$ cat src/rtl/eth_pkg.sv
// Shared Ethernet constants, TX framer state type and FCS byte helper.
package eth_pkg;

  localparam logic [7:0]  ETH_PREAMBLE    = 8'h55;
  localparam logic [7:0]  ETH_SFD         = 8'hD5;
  localparam logic [31:0] CRC32_POLY_REFL = 32'hEDB88320;
  localparam logic [31:0] CRC32_INIT      = 32'hFFFFFFFF;

  typedef enum logic [2:0] {
    StIdle,
    StPreamble,
    StSfd,
    StData,
    StPad,
    StFcs,
    StIfg,
    StAbort
  } tx_state_t;

  // FCS is the inverted CRC register, sent least-significant byte first.
  function automatic logic [7:0] fcs_byte(input logic [31:0] crc, input logic [1:0] idx);
    logic [31:0] shifted;
    shifted = (~crc) >> {idx, 3'b000};
    return shifted[7:0];
  endfunction

endpackage

$ cat src/rtl/crc32_d8.sv
// Combinational CRC-32 update for one byte, reflected polynomial, LSB of the byte first.
// Shared with the RX FCS checker.
module crc32_d8
  import eth_pkg::*;
(
  input  logic [31:0] crc_in,
  input  logic [7:0]  data,
  output logic [31:0] crc_out
);

  logic [31:0] c;

  // Eight serial LFSR steps unrolled into one combinational stage.
  always_comb begin
    c = crc_in;
    for (int i = 0; i < 8; i++) begin
      if (c[0] ^ data[i]) begin
        c = (c >> 1) ^ CRC32_POLY_REFL;
      end else begin
        c = c >> 1;
      end
    end
    crc_out = c;
  end

endmodule

$ cat src/rtl/eth_tx_framer.sv
// Ethernet TX framer: wraps an upstream packet stream with preamble, SFD, zero padding and
// CRC-32 FCS onto a GMII-style byte bus, aborts on underrun/oversize and enforces the IFG.
module eth_tx_framer
  import eth_pkg::*;
#(
  parameter int unsigned PREAMBLE_BYTES = 7,
  parameter int unsigned MIN_FRAME      = 64,
  parameter int unsigned MAX_FRAME      = 1518,
  parameter int unsigned IFG_BYTES      = 12
) (
  input  logic        clk,
  input  logic        rst,
  input  logic [7:0]  s_data,
  input  logic        s_valid,
  input  logic        s_last,
  output logic        s_ready,
  output logic [7:0]  txd,
  output logic        tx_en,
  output logic        tx_er,
  output logic        busy,
  output logic [15:0] frame_cnt,
  output logic [15:0] err_cnt
);

  // Pad target and payload limit both exclude the 4 FCS bytes.
  localparam int unsigned PadTargetInt = (MIN_FRAME > 4) ? MIN_FRAME - 4 : 0;
  localparam int unsigned MaxLenInt    = MAX_FRAME - 4;
  localparam logic [10:0] PadTarget    = PadTargetInt[10:0];
  localparam logic [10:0] MaxLen       = MaxLenInt[10:0];

  localparam int unsigned IfgW = $clog2(IFG_BYTES + 1);
  localparam int unsigned PreW = $clog2(PREAMBLE_BYTES + 1);
  localparam logic [IfgW-1:0] IfgLast = IfgW'(IFG_BYTES - 1);
  localparam logic [PreW-1:0] PreLast = PreW'(PREAMBLE_BYTES);
  localparam logic [PreW-1:0] PreOne  = PreW'(1);

  tx_state_t       state_q;
  logic [7:0]      txd_q;
  logic            tx_en_q;
  logic            tx_er_q;
  logic            busy_q;
  logic [15:0]     frame_cnt_q;
  logic [15:0]     err_cnt_q;
  logic [31:0]     crc_q;
  logic [10:0]     len_q;
  logic [PreW-1:0] pre_cnt_q;
  logic [2:0]      fcs_idx_q;
  logic [IfgW-1:0] ifg_cnt_q;
  // Set while the remainder of an aborted packet is still being swallowed.
  logic            drain_q;

  logic [7:0]  crc_byte;
  logic [31:0] crc_next;
  logic [10:0] len_inc;

  // Pad bytes enter the CRC as zeros; otherwise the accepted input byte does.
  assign crc_byte = (state_q == StPad) ? 8'h00 : s_data;
  assign len_inc  = len_q + 11'd1;

  crc32_d8 u_crc (
    .crc_in  (crc_q),
    .data    (crc_byte),
    .crc_out (crc_next)
  );

  // Ready is decoded from state: open from the SFD cycle through the payload, and during
  // the post-abort drain.
  always_comb begin
    s_ready = 1'b0;
    case (state_q)
      StSfd, StData:  s_ready = 1'b1;
      StAbort, StIfg: s_ready = drain_q;
      default:        s_ready = 1'b0;
    endcase
  end

  // Framing FSM with all bus outputs and counters registered.
  always_ff @(posedge clk) begin
    if (rst) begin
      state_q     <= StIdle;
      txd_q       <= 8'h00;
      tx_en_q     <= 1'b0;
      tx_er_q     <= 1'b0;
      busy_q      <= 1'b0;
      frame_cnt_q <= 16'h0000;
      err_cnt_q   <= 16'h0000;
      crc_q       <= CRC32_INIT;
      len_q       <= 11'd0;
      pre_cnt_q   <= '0;
      fcs_idx_q   <= 3'd0;
      ifg_cnt_q   <= '0;
      drain_q     <= 1'b0;
    end else begin
      unique case (state_q)
        StIdle: begin
          if (s_valid) begin
            state_q   <= StPreamble;
            tx_en_q   <= 1'b1;
            txd_q     <= ETH_PREAMBLE;
            crc_q     <= CRC32_INIT;
            len_q     <= 11'd0;
            pre_cnt_q <= PreOne;
            busy_q    <= 1'b1;
          end
        end

        StPreamble: begin
          if (pre_cnt_q == PreLast) begin
            txd_q   <= ETH_SFD;
            state_q <= StSfd;
          end else begin
            txd_q     <= ETH_PREAMBLE;
            pre_cnt_q <= pre_cnt_q + 1'b1;
          end
        end

        StSfd, StData: begin
          if (!s_valid) begin
            // Underrun: the PHY cannot be stalled, so poison the frame.
            txd_q   <= 8'h00;
            tx_er_q <= 1'b1;
            drain_q <= 1'b1;
            state_q <= StAbort;
          end else if (len_q == MaxLen) begin
            // Oversize: this byte is consumed but discarded.
            txd_q   <= 8'h00;
            tx_er_q <= 1'b1;
            drain_q <= ~s_last;
            state_q <= StAbort;
          end else begin
            txd_q   <= s_data;
            crc_q   <= crc_next;
            len_q   <= len_inc;
            state_q <= StData;
            if (s_last) begin
              fcs_idx_q <= 3'd0;
              state_q   <= (len_inc < PadTarget) ? StPad : StFcs;
            end
          end
        end

        StPad: begin
          txd_q <= 8'h00;
          crc_q <= crc_next;
          len_q <= len_inc;
          if (len_inc == PadTarget) begin
            fcs_idx_q <= 3'd0;
            state_q   <= StFcs;
          end
        end

        StFcs: begin
          // First FCS cycle still shows the last data/pad byte, hence index 4 ends it.
          if (fcs_idx_q == 3'd4) begin
            tx_en_q     <= 1'b0;
            txd_q       <= 8'h00;
            frame_cnt_q <= frame_cnt_q + 16'd1;
            ifg_cnt_q   <= '0;
            state_q     <= StIfg;
          end else begin
            txd_q     <= fcs_byte(crc_q, fcs_idx_q[1:0]);
            fcs_idx_q <= fcs_idx_q + 3'd1;
          end
        end

        StAbort: begin
          tx_en_q   <= 1'b0;
          tx_er_q   <= 1'b0;
          txd_q     <= 8'h00;
          err_cnt_q <= err_cnt_q + 16'd1;
          ifg_cnt_q <= '0;
          state_q   <= StIfg;
          if (drain_q && s_valid && s_last) begin
            drain_q <= 1'b0;
          end
        end

        StIfg: begin
          // Gap cycles are only counted once the aborted packet has fully drained.
          if (drain_q) begin
            if (s_valid && s_last) begin
              drain_q <= 1'b0;
            end
          end else if (ifg_cnt_q == IfgLast) begin
            if (s_valid) begin
              state_q   <= StPreamble;
              tx_en_q   <= 1'b1;
              txd_q     <= ETH_PREAMBLE;
              crc_q     <= CRC32_INIT;
              len_q     <= 11'd0;
              pre_cnt_q <= PreOne;
            end else begin
              state_q <= StIdle;
              busy_q  <= 1'b0;
            end
          end else begin
            ifg_cnt_q <= ifg_cnt_q + 1'b1;
          end
        end

        default: begin
          state_q <= StIdle;
          tx_en_q <= 1'b0;
          tx_er_q <= 1'b0;
          busy_q  <= 1'b0;
        end
      endcase
    end
  end

  assign txd       = txd_q;
  assign tx_en     = tx_en_q;
  assign tx_er     = tx_er_q;
  assign busy      = busy_q;
  assign frame_cnt = frame_cnt_q;
  assign err_cnt   = err_cnt_q;

endmodule
$ cat config.mk
export PLATFORM = sky130hd
export DESIGN_NAME = eth_tx_framer
export DESIGN_NICKNAME = d
export VERILOG_FILES = /design/src/rtl/eth_pkg.sv /design/src/rtl/crc32_d8.sv /design/src/rtl/eth_tx_framer.sv
export SDC_FILE = /design/constraint.sdc
export NUM_CORES = 1
export LEC_CHECK = 0
export CORE_UTILIZATION = 53
export DETAILED_ROUTE_END_ITERATION = 16
export PLACE_DENSITY_LB_ADDON = 0.1
export SLEW_MARGIN = 5
export SYNTH_ARGS = -nofsm -noshare
export SYNTH_HDL_FRONTEND = slang
export SYNTH_SLANG_ARGS = --single-unit
$ cat constraint.sdc
create_clock -name clk -period 2.55 [get_ports clk]
set_input_delay 0.3825 -clock clk [delete_from_list [all_inputs] [get_ports clk]]
set_output_delay 0.3825 -clock clk [all_outputs]
set_load 0.05 [all_outputs]
==> metrics.md <==
| Metric | Value |
|---|---|
| Hold depth | 2 |
| Largest net degree at the start of global routing | 42 |
| Internal | 4.35 mW |
| Ys async rst share | 0 |
| Sequential power share | 0.283 |
| Clk Latency, worst-skew pair | ~0.35 ns |
| Crit Reg-Reg Endpoint | len_q[8] |
| GPL Wtd Cong | between 0.8 and 0.9 |
| Maximum vdd drop | about 0.53 mV |
| Die height | between 100 and 150 um |
| # port buffers | 55 |
| Fin nets | 761 |
| Data arrival, critical path | 2.62 ns |
| Worst slew margin | 0.609 |
| CTS Buf Count | 9 |
| Post-CTS Setup Repair Bufs | 0 |
| Post-Synth Simple-Gate Area | 0.203 |
| Die span in x | 108 um |
| Share of the synthesized area in the top cell type | 0.334 |
| # diodes | 0 |
| Yosys warnings | 0 |
| Mapped Avg Cell Area | 8.87 sq um |
| Synth Area in Compound Gates | 0.169 |
| Unrepaired setup endpoints after global routing | no |
| Pwr dens | 983 mW/mm^2 |
| FF-to-FF setup slack | 0.20 ns |
| Cell types occupying the most area after synthesis | dfxtp_1 (33%), xnor2_1 (8.3%), nor2_1 (5.4%) |
| Vias in the first global route | ~4600 |
| Logic pwr share | 0.502 |
| Worst Reg2Reg Path Length in Cells | 9 |
| Max Slew Vio Count | 0 |
| Launch point of the worst reg-to-reg path | len_q[0] |
| Fmax | 426 MHz |
| Total GRT Usage | 0.258 |
| Max Cap Viol | 0 |
| Root buffer cell | clkbuf_16 |
| Core Region | about 0.011 sq mm |
| Area share of xor/xnor cells in the synthesized design | 0.195 |
| Reg clk slew, reported paths | ~0.06 ns |
| Wirelength per Cell | 16.7 um |
| Hold crit path type | in2reg |
| Clk pwr share | 0.215 |
| Final setup viols | 0 |
| Hold Path End | len_q[9] |
| Post-Syn Nets | 700 |
| Post-Syn Area | about 0.0060 sq mm |
| Worst-Margin Slew | 0.586 ns |
| Final min period | 2.35 ns |
| Drt drc | 0 |
| Initial antenna violation count | 0 |
| Multiplexer area fraction after synthesis | 0.0334 |
| Main flop type after synthesis | dfxtp_1 |
| First-pass GRT wire length | roughly 23 mm |
| Post-synth top cells | dfxtp_1 (100), nor2_1 (86), xnor2_1 (57) |
| Main combinational cell family by area after synthesis | simple AND/OR/NAND/NOR gates |
| Post-synthesis sequential area ratio | 0.334 |
| Clock Tree Buf Depth | 2 |
| CTS Hold Bufs | 0 |
| Top-count cell post-synth | dfxtp_1 |
| Setup TNS | 0 ns |
| First-pass DRT Iterations | 5 |
| TritonCTS clock tree | done |
| DRT antenna net count | 0 |
| Post-synth EDFFs | 0 |
| TritonCTS Sinks | 100 |
| CP endpoint kind | flip-flop |
| Yosys cell types | just under 70 |
| H-tree depth | 3 |
| Yosys top cell by area | dfxtp_1 |
| GR Overflow Total | 0 |
| CP max FO | 12 |
| Worst EP required | approximately 2.8 ns |
| Vias per inst | 5.82 |
| Final Hold Violating Endpoints | 0 |
| Post-DP HPWL | 10.8 mm |
| Share of post-route cells with drive strength above 1 | 0.115 |
| Final setup skew | 0.00619 ns |
| Fin crit share | 0.921 |
| Initial Util | 0.547 |
| Top-Level Pins | 56 |
| P&R area growth vs syn | 19.2% |
| P_sw | roughly 2.7 mW |
| Adder-cell share of the synthesized area | 0.0272 |
| CP Launch Type | flip-flop |
| Initial drt markers | 397 |
| Gate Count Post-Synth | 675 |
| Routed WL | between 10 and 15 mm |
| Min-delay src | rst |
| WS Path Type | reg2reg |
| Overall power | 7.01 mW |
| Flops & latches, synth | 100 |
| Run status | completed |
| Leakage | 2.56 nW |
| Row count | 38 |
| Die area | between 0.01 and 0.015 sq mm |
| Net Sw Frac | 0.380 |
| Total number of vias | roughly 5000 |
## power groups by stage
stage	Clock, mW	Combinational, mW	Sequential, mW
2_1_floorplan	0	2.66	2.05
3_3_place_gp	0	3.42	2.00
3_5_place_dp	0	3.48	2.01
4_1_cts	1.53	3.50	1.98
5_1_grt	1.59	3.80	2.00
6_report	1.51	3.52	1.98
## placed cells by master (no fill, tap or decap), types with 14 or more instances in the layout
cell,instances
dfxtp_1,100
nor2_1,85
xnor2_1,57
clkdlybuf4s50_1,53
nand2_1,43
a21oi_1,37
xor2_1,36
buf_4,32
o21ai_0,25
nand3_1,21
nor3_1,19
o22a_1,15
inv_1,14
## logic make-up (layout without fill, tap and decap cells)
family / Yosys count / in the layout
compound gates: 145 / 145
xor+xnor: 111 / 111
fa+ha+maj: 13 / 13
buf+inv: 52 / 117
flops: 100 / 100
mux: 10 / 10
simple gates: 244 / 244
## registers in the layout, indices dropped and copies added, names as in the netlist, 4 cells and up
signal and flops:
err_cnt 16, frame_cnt 16, len_q 11, ifg_cnt_q 4, txd 8, crc_q 32
## repair_timing
action | in CTS | in global routing
gates resized for setup | 0 | 2
hold endpoints to repair | 0 | 0
endpoints found under the setup margin | 0 | 3
## worst max-delay path, stage by stage, from the launching register on
cell and delay (ns):
dfxtp_1 0.45, inv_1 0.09, ha_1 0.22, nand4bb_2 0.13, o31ai_4 0.10, a2111o_1 0.47, buf_4 0.20, nor2_1 0.29
a21oi_1 0.13, nor3_1 0.19
## per-layer routing
layer  part of all wire  vias to the layer above  global-route usage
met4             0.0084                        0              0.0560
met3              0.068                       13              0.0579
li1                   -                     2496                   -
met1               0.47                     2437               0.370
met2               0.45                      173               0.397
met5                  0                        -                   0
## through the flow
step	utilization	hold slack [ns]	cells	worst slack, ns	cell area [sq um]
floorplan	-	0.445	675	0.0443	5990
global placement	0.622	0.471	865	0.157	6800
detailed placement	0.622	0.470	865	0.0758	6800
CTS	0.652	0.408	880	0.158	7130
global route	0.652	0.421	880	0.0142	7130
finish	0.652	0.425	880	0.200	7130
## worst max path at each step
stage	start	to	slack [ns]
2_1_floorplan	state_q[2]	crc_q[26]	0.04
3_3_place_gp	s_valid	len_q[8]	0.16
3_5_place_dp	s_valid	len_q[8]	0.08
4_1_cts	len_q[0]	fcs_idx_q[1]	0.16
5_1_grt	state_q[0]	frame_cnt[8]	0.01
6_report	len_q[0]	len_q[8]	0.20
## area by class of cell
cell class,instances,area (sq um)
clock buffer,11,253
clock inverter,4,72.6
fill,919,3800
inverter,14,52.6
multi-input combinational,523,3760
sequential,100,2000
tap,140,175
timing repair buffer,88,816
Note: power is estimated with default switching activity, not from simulation.
